$ cat config.mk
export PLATFORM = sky130hd
export DESIGN_NAME = hilo_muldiv_unit_flat
export DESIGN_NICKNAME = d
export VERILOG_FILES = /design/src/rtl/hilo_muldiv_unit_if.sv /design/src/rtl/hilo_muldiv_unit.sv /design/src/flat_wrapper.sv
export SDC_FILE = /design/constraint.sdc
export NUM_CORES = 1
export LEC_CHECK = 0
export BUFFER_PORTS_ARGS = -buffer_cell sky130_fd_sc_hd__clkbuf_2
export CAP_MARGIN = 40
export CORE_ASPECT_RATIO = 0.9
export CORE_MARGIN = 3
export CORE_UTILIZATION = 45
export DETAILED_ROUTE_END_ITERATION = 10
export SLEW_MARGIN = 40
export SYNTH_ARGS = -nofsm -noshare
export SYNTH_HDL_FRONTEND = slang
export SYNTH_SLANG_ARGS = --single-unit
$ cat constraint.sdc
create_clock -name Clk -period 6.4 [get_ports Clk]
set_input_delay 1.28 -clock Clk [delete_from_list [all_inputs] [get_ports Clk]]
set_output_delay 1.28 -clock Clk [all_outputs]
set_load 0.005 [all_outputs]
$ cat src/rtl/hilo_muldiv_unit_if.sv
// Request/result bundle between the EX stage and the HI/LO multiply/accumulate unit.
interface hilo_muldiv_unit_if #(
  parameter int unsigned WIDTH = 32
);
  logic             Start;
  logic [2:0]       Op;
  logic [WIDTH-1:0] A;
  logic [WIDTH-1:0] B;
  logic             Busy;
  logic             Done;
  logic [WIDTH-1:0] HI;
  logic [WIDTH-1:0] LO;

  modport master (output Start, Op, A, B, input Busy, Done, HI, LO);
  modport slave  (input Start, Op, A, B, output Busy, Done, HI, LO);
endinterface

$ cat src/rtl/hilo_muldiv_unit.sv
// Iterative radix-2^BITS_PER_CYCLE multiply/accumulate owning the MIPS HI/LO pair.
// Optional HILO_EARLY_TERM_EN: finish as soon as the remaining multiplier is zero.
module hilo_muldiv_unit #(
  parameter int unsigned WIDTH          = 32,
  parameter int unsigned BITS_PER_CYCLE = 4
) (
  input logic               Clk,
  input logic               Rst,
  hilo_muldiv_unit_if.slave bus
);

  localparam int unsigned W2     = 2 * WIDTH;
  localparam int unsigned NSTEPS = WIDTH / BITS_PER_CYCLE;
  localparam int unsigned CW     = $clog2(NSTEPS + 1);

  typedef enum logic [1:0] {S_IDLE, S_MUL, S_FIN} state_t;

  state_t           r_state;
  state_t           w_state_nxt;
  logic [W2-1:0]    r_mcand;
  logic [W2-1:0]    r_prod;
  logic [WIDTH-1:0] r_mplier;
  logic [CW-1:0]    r_cnt;
  logic             r_sign;
  logic [1:0]       r_cls;
  logic [WIDTH-1:0] r_hi;
  logic [WIDTH-1:0] r_lo;
  logic             r_busy;
  logic             r_done;

  logic                      w_accept;
  logic                      w_mt_wr;
  logic                      w_fin;
  logic                      w_mul_op;
  logic                      w_signed_op;
  logic [WIDTH-1:0]          w_mag_a;
  logic [WIDTH-1:0]          w_mag_b;
  logic [BITS_PER_CYCLE-1:0] w_digit;
  logic [W2-1:0]             w_partial;
  logic [WIDTH-1:0]          w_mplier_shr;
  logic [W2-1:0]             w_prod_fin;
  logic [W2-1:0]             w_acc;
  logic [W2-1:0]             w_res;

  // Op decode: 0..5 multiply class, even codes among those are signed.
  assign w_mul_op    = !(bus.Op[2] && bus.Op[1]);
  assign w_signed_op = w_mul_op && !bus.Op[0];
  assign w_mag_a     = (w_signed_op && bus.A[WIDTH-1]) ? -bus.A : bus.A;
  assign w_mag_b     = (w_signed_op && bus.B[WIDTH-1]) ? -bus.B : bus.B;

  assign w_digit      = r_mplier[BITS_PER_CYCLE-1:0];
  assign w_partial    = r_mcand * W2'(w_digit);
  assign w_mplier_shr = r_mplier >> BITS_PER_CYCLE;

  // Sign restore and accumulate, modulo 2^(2*WIDTH).
  assign w_prod_fin = r_sign ? -r_prod : r_prod;
  assign w_acc      = {r_hi, r_lo};
  always_comb begin
    w_res = w_prod_fin;
    case (r_cls)
      2'b01:   w_res = w_acc + w_prod_fin;
      2'b10:   w_res = w_acc - w_prod_fin;
      default: w_res = w_prod_fin;
    endcase
  end

  always_comb begin
    w_state_nxt = r_state;
    w_accept    = 1'b0;
    w_mt_wr     = 1'b0;
    w_fin       = 1'b0;
    case (r_state)
      S_IDLE: begin
        if (bus.Start) begin
          if (w_mul_op) begin
            w_accept    = 1'b1;
            w_state_nxt = S_MUL;
          end else begin
            w_mt_wr = 1'b1;
          end
        end
      end
      S_MUL: begin
`ifdef HILO_EARLY_TERM_EN
        if ((r_cnt == CW'(1)) || (w_mplier_shr == '0)) w_state_nxt = S_FIN;
`else
        if (r_cnt == CW'(1)) w_state_nxt = S_FIN;
`endif
      end
      S_FIN: begin
        w_fin       = 1'b1;
        w_state_nxt = S_IDLE;
      end
      default: w_state_nxt = S_IDLE;
    endcase
  end

  always_ff @(posedge Clk) begin
    if (!Rst) r_state <= S_IDLE;
    else      r_state <= w_state_nxt;
  end

  always_ff @(posedge Clk) begin
    if (!Rst) begin
      r_mcand  <= '0;
      r_prod   <= '0;
      r_mplier <= '0;
      r_cnt    <= '0;
      r_sign   <= 1'b0;
      r_cls    <= 2'b00;
      r_hi     <= '0;
      r_lo     <= '0;
      r_busy   <= 1'b0;
      r_done   <= 1'b0;
    end else begin
      r_done <= w_fin || w_mt_wr;
      r_busy <= (w_state_nxt != S_IDLE);
      if (w_accept) begin
        r_mcand  <= W2'(w_mag_a);
        r_mplier <= w_mag_b;
        r_prod   <= '0;
        r_cnt    <= CW'(NSTEPS);
        r_sign   <= w_signed_op && (bus.A[WIDTH-1] ^ bus.B[WIDTH-1]);
        r_cls    <= bus.Op[2:1];
      end
      if (r_state == S_MUL) begin
        r_prod   <= r_prod + w_partial;
        r_mcand  <= r_mcand << BITS_PER_CYCLE;
        r_mplier <= w_mplier_shr;
        r_cnt    <= r_cnt - CW'(1);
      end
      if (w_fin) {r_hi, r_lo} <= w_res;
      if (w_mt_wr) begin
        if (bus.Op[0]) r_lo <= bus.A;
        else           r_hi <= bus.A;
      end
    end
  end

  assign bus.Busy = r_busy;
  assign bus.Done = r_done;
  assign bus.HI   = r_hi;
  assign bus.LO   = r_lo;

endmodule

$ cat src/flat_wrapper.sv
// flat-port wrapper written by rule: the top's interface ports become plain ports
module hilo_muldiv_unit_flat 
#(
  parameter int unsigned WIDTH          = 32,
  parameter int unsigned BITS_PER_CYCLE = 4
)
  (Clk, Rst, bus_Start, bus_Op, bus_A, bus_B, bus_Busy, bus_Done, bus_HI, bus_LO);
  hilo_muldiv_unit_if #(.WIDTH(WIDTH)) bus_i ();
  input logic Clk;
  input logic Rst;
  input wire logic [$bits(bus_i.Start)-1:0] bus_Start;
  input wire logic [$bits(bus_i.Op)-1:0] bus_Op;
  input wire logic [$bits(bus_i.A)-1:0] bus_A;
  input wire logic [$bits(bus_i.B)-1:0] bus_B;
  output wire logic [$bits(bus_i.Busy)-1:0] bus_Busy;
  output wire logic [$bits(bus_i.Done)-1:0] bus_Done;
  output wire logic [$bits(bus_i.HI)-1:0] bus_HI;
  output wire logic [$bits(bus_i.LO)-1:0] bus_LO;
  assign bus_i.Start = bus_Start;
  assign bus_i.Op = bus_Op;
  assign bus_i.A = bus_A;
  assign bus_i.B = bus_B;
  assign bus_Busy = bus_i.Busy;
  assign bus_Done = bus_i.Done;
  assign bus_HI = bus_i.HI;
  assign bus_LO = bus_i.LO;
  hilo_muldiv_unit #(.WIDTH(WIDTH), .BITS_PER_CYCLE(BITS_PER_CYCLE)) u_core (.Clk(Clk), .Rst(Rst), .bus(bus_i));
endmodule
==> reports/qor.txt, run 1 <==
==========================================================================================
Number of search-and-repair iterations in the first detailed-routing pass ...            6
Post-synthesis instance total ...............................................         3433
Overall Power ...............................................................      8690 uW
Overall track demand over capacity in global routing ........................        30.7%
Final Net Count .............................................................         3942
Global-route wire length before repair ......................................       152 mm
Crit-path slowest cell ...................................................... sky130_fd_sc_hd__or4_4
Die Wd ......................................................................       263 um
Mean instance size in the synthesized netlist ...............................     7.77 um2
Max frequency ...............................................................    0.162 GHz
Setup Crit Path Kind ........................................................ flop to flop
Class of the most critical hold timing path ................................. flop to flop
Number of violations reported at the end of detailed-routing iteration 0 ....         2438
Layer carrying the most global-route usage ..................................         met1
Final worst path period share ...............................................        96.6%
Number of top-level pins ....................................................          136
Kind of launch point of the worst setup path ................................         flop
Starting Density ............................................................        45.6%
Async SR Flop Fraction ......................................................           0%
GR met2 Demand/Resource .....................................................        43.6%
Synthesis warning total .....................................................            0
Overall routed net length ...................................................      97.8 mm
Routability congestion estimate from global placement .......................        0.983
Area of the mapped netlist ..................................................    26700 um2
Switching portion of total power ............................................        45.8%
Count of pins over their slew limit .........................................            0
Clock edge transition at the registers on the reported setup and hold paths .      0.06 ns
Dominant cells by area after synthesis ...................................... sky130_fd_sc_hd__dfxtp_1 18%, sky130_fd_sc_hd__fa_1 14%, sky130_fd_sc_hd__nand2_1 6.5%, sky130_fd_sc_hd__ha_1 6.4%, sky130_fd_sc_hd__a21oi_1 5.2%
Hold WS .....................................................................     0.468 ns
Setup Viol. Count Final .....................................................            0
Proportion of layout cells with a drive suffix above 1 ......................        13.0%
Pin count of the biggest net entering global routing ........................           86
Ys flop type ................................................................ sky130_fd_sc_hd__dfxtp_1
Required arrival time at the worst endpoint .................................      6.86 ns
Die Y .......................................................................       237 um
Synth cell count leaders .................................................... 460 x sky130_fd_sc_hd__nand2_1, 277 x sky130_fd_sc_hd__a21oi_1, 235 x sky130_fd_sc_hd__dfxtp_1, 224 x sky130_fd_sc_hd__nor2_1, 206 x sky130_fd_sc_hd__o21ai_0
Power Dens Cells ............................................................   289 nW/um2
Final-layout setup total negative slack .....................................         0 ns
Combinational cell fraction of total power ..................................        58.1%
Via count of the first global-routing pass ..................................        25400
Utilization after layout ....................................................        51.4%
Final Hold Violating Endpoints ..............................................            0
Sequential fraction of design power .........................................        19.1%
Detailed-route wire length per cell .........................................      22.5 um
Count of buffers from port buffering ........................................          135
Leakage .....................................................................    0.0134 uW
Distinct cell type count of the synthesized netlist .........................          101
Crit path arrival time ......................................................      6.64 ns
Number of antenna-violating nets in the routed design .......................            0
Core Footprint ..............................................................    58500 um2
Int Power ...................................................................      4710 uW
Least-Margin Pin Slew .......................................................     0.904 ns
Initial antenna violation count .............................................            2
Most repeated cell in the gate-level netlist after synthesis ................ sky130_fd_sc_hd__nand2_1
Fraction of post-synthesis cell area in the top cell type by area ...........        17.6%
Post-DP HPWL ................................................................      76.1 mm
GR met1 Demand/Resource .....................................................        46.8%
Cell type with the highest aggregate area in the netlist .................... sky130_fd_sc_hd__dfxtp_1
Unrepaired setup endpoints after global routing .............................         true
Max_cap viols ...............................................................            0
Family with the most delay on the worst path ................................ simple AND/OR/NAND/NOR gates
DRC violations left .........................................................            0
Count of vias placed by the detailed router .................................        26600
Post-synth EDFFs ............................................................            0
Max-Slew Margin vs Limit ....................................................        39.5%
Fill count ..................................................................         5780
Ordered list of cells on the worst path ..................................... or4_4 -> or4_4 -> buf_12 -> or4_1 -> a21boi_2 -> o311ai_4 -> nor4_4 -> and3_4 -> buf_4 -> nor2_1 -> xor2_1 -> ha_1 -> inv_1 -> nor2_1 -> o21a_1 -> a311oi_1 -> buf_4 -> o21ai_0 -> a21boi_0 -> a21oi_1 -> xor2_1 -> o211ai_1 -> a311oi_1
Clock Latency Late Sink .....................................................      0.57 ns
Total die area ..............................................................    62200 um2
Clock group share of total power ............................................        22.8%
Via density per instance ....................................................         6.11
Total overflow reported by the global router ................................            0
Critical path capture point type ............................................         flop
Largest buffer count on any clock path ......................................            3
Top fanout value on the critical path .......................................           14
Post-layout instance area ...................................................    30100 um2
Result of the run ........................................................... complete, no violations
Fin Clk Skew ................................................................    0.0282 ns
Hold bufs inserted after CTS ................................................            0
Slack of the worst reg-to-reg path ..........................................      0.22 ns
Share of synthesized area occupied by flip-flops and latches ................        17.6%
Register bit total from synthesis ...........................................          235
Net load switching power ....................................................      3980 uW
H-Tree Depth ................................................................            2
Clock Tree Root ............................................................. sky130_fd_sc_hd__clkbuf_16
Worst supply voltage drop on vdd ............................................   0.000191 V
Clock tree from TritonCTS ...................................................         done
Shortest clock period the worst path allows after layout ....................      6.18 ns
Number of clock sinks .......................................................          235
Number of buffer and inverter stages on the critical path ...................            4
Synthesis-to-layout area growth .............................................        12.9%
Synthesized Nets ............................................................         3822
Num CTS Buffers .............................................................           35
Placed instance area ........................................................    28700 um2
Largest stage delay on the critical path ....................................      0.57 ns
Met3 Resource Use GR ........................................................        5.76%
Row count ...................................................................           84
==========================================================================================
cell usage in the layout, fill, tap and decap left out, types with 10 or more instances in the layout:
master,instances
sky130_fd_sc_hd__dfxtp_1,231
sky130_fd_sc_hd__o31ai_1,33
sky130_fd_sc_hd__a221oi_1,10
sky130_fd_sc_hd__a21o_1,72
sky130_fd_sc_hd__o22ai_1,10
sky130_fd_sc_hd__or4_1,27
sky130_fd_sc_hd__a22oi_1,25
sky130_fd_sc_hd__a311oi_1,14
sky130_fd_sc_hd__nand2b_1,27
sky130_fd_sc_hd__nand4_1,34
sky130_fd_sc_hd__inv_1,184
sky130_fd_sc_hd__o21a_1,24
sky130_fd_sc_hd__clkbuf_16,37
sky130_fd_sc_hd__nand2_1,458
sky130_fd_sc_hd__a211oi_1,55
sky130_fd_sc_hd__o21bai_1,18
sky130_fd_sc_hd__clkbuf_2,135
sky130_fd_sc_hd__xor2_1,147
sky130_fd_sc_hd__nand3_1,50
sky130_fd_sc_hd__a22o_1,36
sky130_fd_sc_hd__and3_1,38
sky130_fd_sc_hd__o211ai_1,66
sky130_fd_sc_hd__or2_2,19
sky130_fd_sc_hd__o41ai_1,11
sky130_fd_sc_hd__o21ai_0,203
sky130_fd_sc_hd__nor2_1,219
sky130_fd_sc_hd__ha_1,133
sky130_fd_sc_hd__nor2b_1,22
sky130_fd_sc_hd__and2_1,86
sky130_fd_sc_hd__a21oi_1,271
sky130_fd_sc_hd__nor3_1,48
sky130_fd_sc_hd__and4_1,12
sky130_fd_sc_hd__fa_1,183
sky130_fd_sc_hd__xnor2_1,140
sky130_fd_sc_hd__a31oi_1,51
sky130_fd_sc_hd__buf_4,158
sky130_fd_sc_hd__or3_1,30
sky130_fd_sc_hd__nor4_1,27
layer usage:
layer	vias up	part of all wire, %
met3	130	8.8
met1	13000	48
met4	0	2.8
met5	-	0
li1	12400	-
met2	1048	41
per-stage QoR:
stage	worst slack, ns	std cells
after CTS	0.103	4343
final	0.219	4353
after floorplan	0.00202	3433
after detailed placement	0.161	4283
after global routing	-0.0666	4352
after global placement	0.255	4283
registers in the layout, indices dropped and copies added (netlist names), 2 cells and up:
register,flops
u_core.bus.HI,32
u_core.bus.LO,32
u_core.r_cls,2
u_core.r_cnt,4
u_core.r_mcand,64
u_core.r_mplier,32
u_core.r_prod,64
u_core.r_state,2
logic make-up (layout without fill, tap and decap cells):
logic type / Yosys count / in the layout / share of synthesized area, %
AND/OR/NAND/NOR: 1162 / 1162 / 21.3
AO/OA/AOI/OAI: 1019 / 1019 / 25.2
buffers and inverters: 399 / 542 / 5.81
adder cells (fa/ha/maj): 319 / 319 / 20.1
XOR/XNOR: 292 / 292 / 9.74
flip-flops: 235 / 235 / 17.6
multiplexers: 7 / 7 / 0.267
other: 0 / 3 / 0
cell type report:
cell class	count	area, um2	share of cell area [%]
clock inverter	14	151	0.503
clock buffer	46	998	3.32
tap	774	968	3.22
multi-input combinational	2799	20700	68.6
inverter	185	696	2.31
timing repair buffer	297	1930	6.41
sequential	235	4710	15.6
antenna	3	7.51	0.0249
worst paths after layout:
kind | startpoint | to | cells past startpoint
worst max-delay path | u_core.r_prod[7] | u_core.bus.HI[15] | 23
worst min-delay path | u_core.r_mplier[31] | u_core.r_mplier[31] | 2
worst max register to register | u_core.r_prod[7] | u_core.bus.HI[15] | 23
worst min register to register | u_core.r_mplier[31] | u_core.r_mplier[31] | 2
power by group through the flow:
stage / combinational [uW] / sequential [uW] / clock [uW]
2_1_floorplan: 3340 / 1630 / 0
6_report: 5050 / 1660 / 1980
3_3_place_gp: 4840 / 1680 / 0
3_5_place_dp: 4800 / 1680 / 0
5_1_grt: 5480 / 1670 / 2080
4_1_cts: 4830 / 1650 / 2030
tightest hold or removal path, cell delays in order, from the launching register on:
cell and delay (ns):
sky130_fd_sc_hd__dfxtp_1 0.31, sky130_fd_sc_hd__nand2_1 0.05, sky130_fd_sc_hd__a21oi_1 0.05
repair_timing:
item	4_1_cts	5_1_grt
resized for setup	0	37
setup endpoints to repair	0	16
setup buffers	0	6
Note: power is estimated with default switching activity, not from simulation.
==> run 2: changes to the inputs <==
Settings changed: BUFFER_PORTS_ARGS -buffer_cell sky130_fd_sc_hd__clkbuf_2 to -buffer_cell sky130_fd_sc_hd__buf_2, REMOVE_ABC_BUFFERS from default to 1.
==> reports/qor.txt, run 2 (same netlist as run 1, synthesis figures left out) <==
==========================================================================================
Fin Clk Skew ................................................................    0.0116 ns
Pin count of the biggest net entering global routing ........................           75
Setup Viol. Count Final .....................................................            0
GR met2 Demand/Resource .....................................................        42.9%
Clock Latency Late Sink .....................................................      0.60 ns
Clock Tree Root ............................................................. sky130_fd_sc_hd__clkbuf_16
Antenna Diode Count .........................................................            0
Count of buffers from port buffering ........................................          135
Clock edge transition at the registers on the reported setup and hold paths .      0.06 ns
Crit path arrival time ......................................................      6.72 ns
Die Wd ......................................................................       263 um
Clock tree from TritonCTS ...................................................         done
Synthesis-to-layout area growth .............................................        13.3%
Largest buffer count on any clock path ......................................            3
Row count ...................................................................           84
Result of the run ........................................................... complete, no violations
Starting Density ............................................................        45.6%
Routability congestion estimate from global placement .......................        0.970
Total overflow reported by the global router ................................            0
Family with the most delay on the worst path ................................ simple AND/OR/NAND/NOR gates
Startpoint of the worst-slack reg-to-reg timing path ........................ u_core.r_prod[1]
Count of vias placed by the detailed router .................................        26600
Layer carrying the most global-route usage ..................................         met1
Overall routed net length ...................................................      96.0 mm
Worst supply voltage drop on vdd ............................................   0.000229 V
Critical path capture point type ............................................         flop
Class of the most critical hold timing path ................................. flop to flop
Number of violations reported at the end of detailed-routing iteration 0 ....         2532
Setup ws final ..............................................................     0.191 ns
H-Tree Depth ................................................................            1
Power Dens Cells ............................................................   294 nW/um2
Leading cell type in the layout, fill and taps excluded ..................... sky130_fd_sc_hd__nand2_1
Crit-path slowest cell ...................................................... sky130_fd_sc_hd__or4_1
Post-DP HPWL ................................................................      74.9 mm
Initial antenna violation count .............................................            1
Biggest registers after layout .............................................. u_core.r_mcand: 64 flops, u_core.r_prod: 64 flops
Number of antenna-violating nets in the routed design .......................            0
Max_cap viols ...............................................................            0
Total die area ..............................................................    62200 um2
Fill count ..................................................................         5651
Largest stage delay on the critical path ....................................      0.51 ns
Number of top-level pins ....................................................          136
Start point of the worst hold path .......................................... u_core.r_mplier[31]
Setup Crit Path Kind ........................................................ flop to flop
Required arrival time at the worst endpoint .................................      6.91 ns
Number of clock sinks .......................................................          235
Least-Margin Pin Slew .......................................................     0.752 ns
Final Hold Violating Endpoints ..............................................            0
Count of pins over their slew limit .........................................            0
Max-Slew Margin vs Limit ....................................................        49.5%
Footprint of the multi-input gates ..........................................    20600 um2
Final Net Count .............................................................         3948
Hold bufs inserted after CTS ................................................            0
Commonest cells after routing, fill and taps aside .......................... 459 x sky130_fd_sc_hd__nand2_1, 275 x sky130_fd_sc_hd__a21oi_1, 229 x sky130_fd_sc_hd__dfxtp_1
Met3 Resource Use GR ........................................................        4.42%
GR met1 Demand/Resource .....................................................        45.8%
Total area of sequential cells ..............................................     4710 um2
Worst setup startpoint ...................................................... u_core.r_prod[1]
Core Footprint ..............................................................    58500 um2
Leakage .....................................................................    0.0135 uW
Post-placement worst setup slack ............................................   0.00649 ns
Number of search-and-repair iterations in the first detailed-routing pass ...            6
Overall track demand over capacity in global routing ........................        29.9%
Die Y .......................................................................       237 um
Via count of the first global-routing pass ..................................        25400
Count of cell instances traversed by the critical path ......................           26
Global-route wire length before repair ......................................       149 mm
Final worst path period share ...............................................        97.0%
Detailed-route wire length per cell .........................................      22.0 um
Utilization after layout ....................................................        51.6%
DRC violations left .........................................................            0
Number of instances on the worst hold path ..................................            2
Via density per instance ....................................................         6.11
Proportion of layout cells with a drive suffix above 1 ......................        13.0%
Num CTS Buffers .............................................................           31
Overall Power ...............................................................      8900 uW
Top fanout value on the critical path .......................................           14
Number of buffer and inverter stages on the critical path ...................            3
Depth of the worst register-to-register path ................................           26
Kind of launch point of the worst setup path ................................         flop
Shortest clock period the worst path allows after layout ....................      6.21 ns
Max frequency ...............................................................    0.161 GHz
==========================================================================================
run 2: cell types whose count changed in the layout (fill, tap and decap cells not counted), sizes merged:
cell	delta
clkbuf	-146
bufinv	+8
clkinvlp	+1
clkinv	-1
diode	-3
buf	+146
run 2: layer usage:
layer / up-vias / share of wire [%]
met2: 1157 / 41
met1: 12900 / 47
met5: - / 0
met3: 160 / 8.6
li1: 12400 / -
met4: 0 / 3.4
run 2: final timing paths:
path / slack, ns / to
setup / recovery: 0.19 / u_core.bus.HI[31]
hold / removal: 0.48 / u_core.r_mplier[31]
setup reg to reg: 0.19 / u_core.bus.HI[31]
hold reg to reg: 0.48 / u_core.r_mplier[31]
run 2: power by group:
| part | switching, uW | leakage [uW] | internal (uW) | total (uW) |
|---|---|---|---|---|
| combinational | 3100 | 0.0110 | 2070 | 5170 |
| sequential | 116 | 0.00191 | 1540 | 1660 |
| clock | 766 | 0.000572 | 1300 | 2070 |
run 2: area by class of cell:
type / count / area share [%]
Tap cell: 774 / 3.20
Inverter: 185 / 2.30
Clock buffer: 36 / 2.66
Sequential cell: 235 / 15.6
Timing Repair Buffer: 307 / 6.68
Multi-Input combinational cell: 2799 / 68.3
Clock inverter: 22 / 1.24
run 2: worst min-delay path, delay by kind of cell (launching register included):
family / cells / cell delay [ns]
flip-flops: 1 / 0.31
AO/OA/AOI/OAI: 1 / 0.06
AND/OR/NAND/NOR: 1 / 0.05
run 2: what timing repair did:
| item | 4_1_cts | 5_1_grt |
|---|---|---|
| setup endpoints to repair | 1 | 14 |
| setup buffers | 2 | 7 |
| resized for setup | 0 | 37 |
| pin swaps | 1 | 14 |
run 2: through the flow:
step	hold WS (ns)	std cells	TNS (ns)	cell area [um2]
finish	0.475	4358	0	30200
global route	0.494	4358	-0.140	30200
CTS	0.480	4351	0	30000
detailed placement	0.462	4291	0	28800
global placement	0.455	4290	0	28700
floorplan	0.437	3219	-267.34	25800
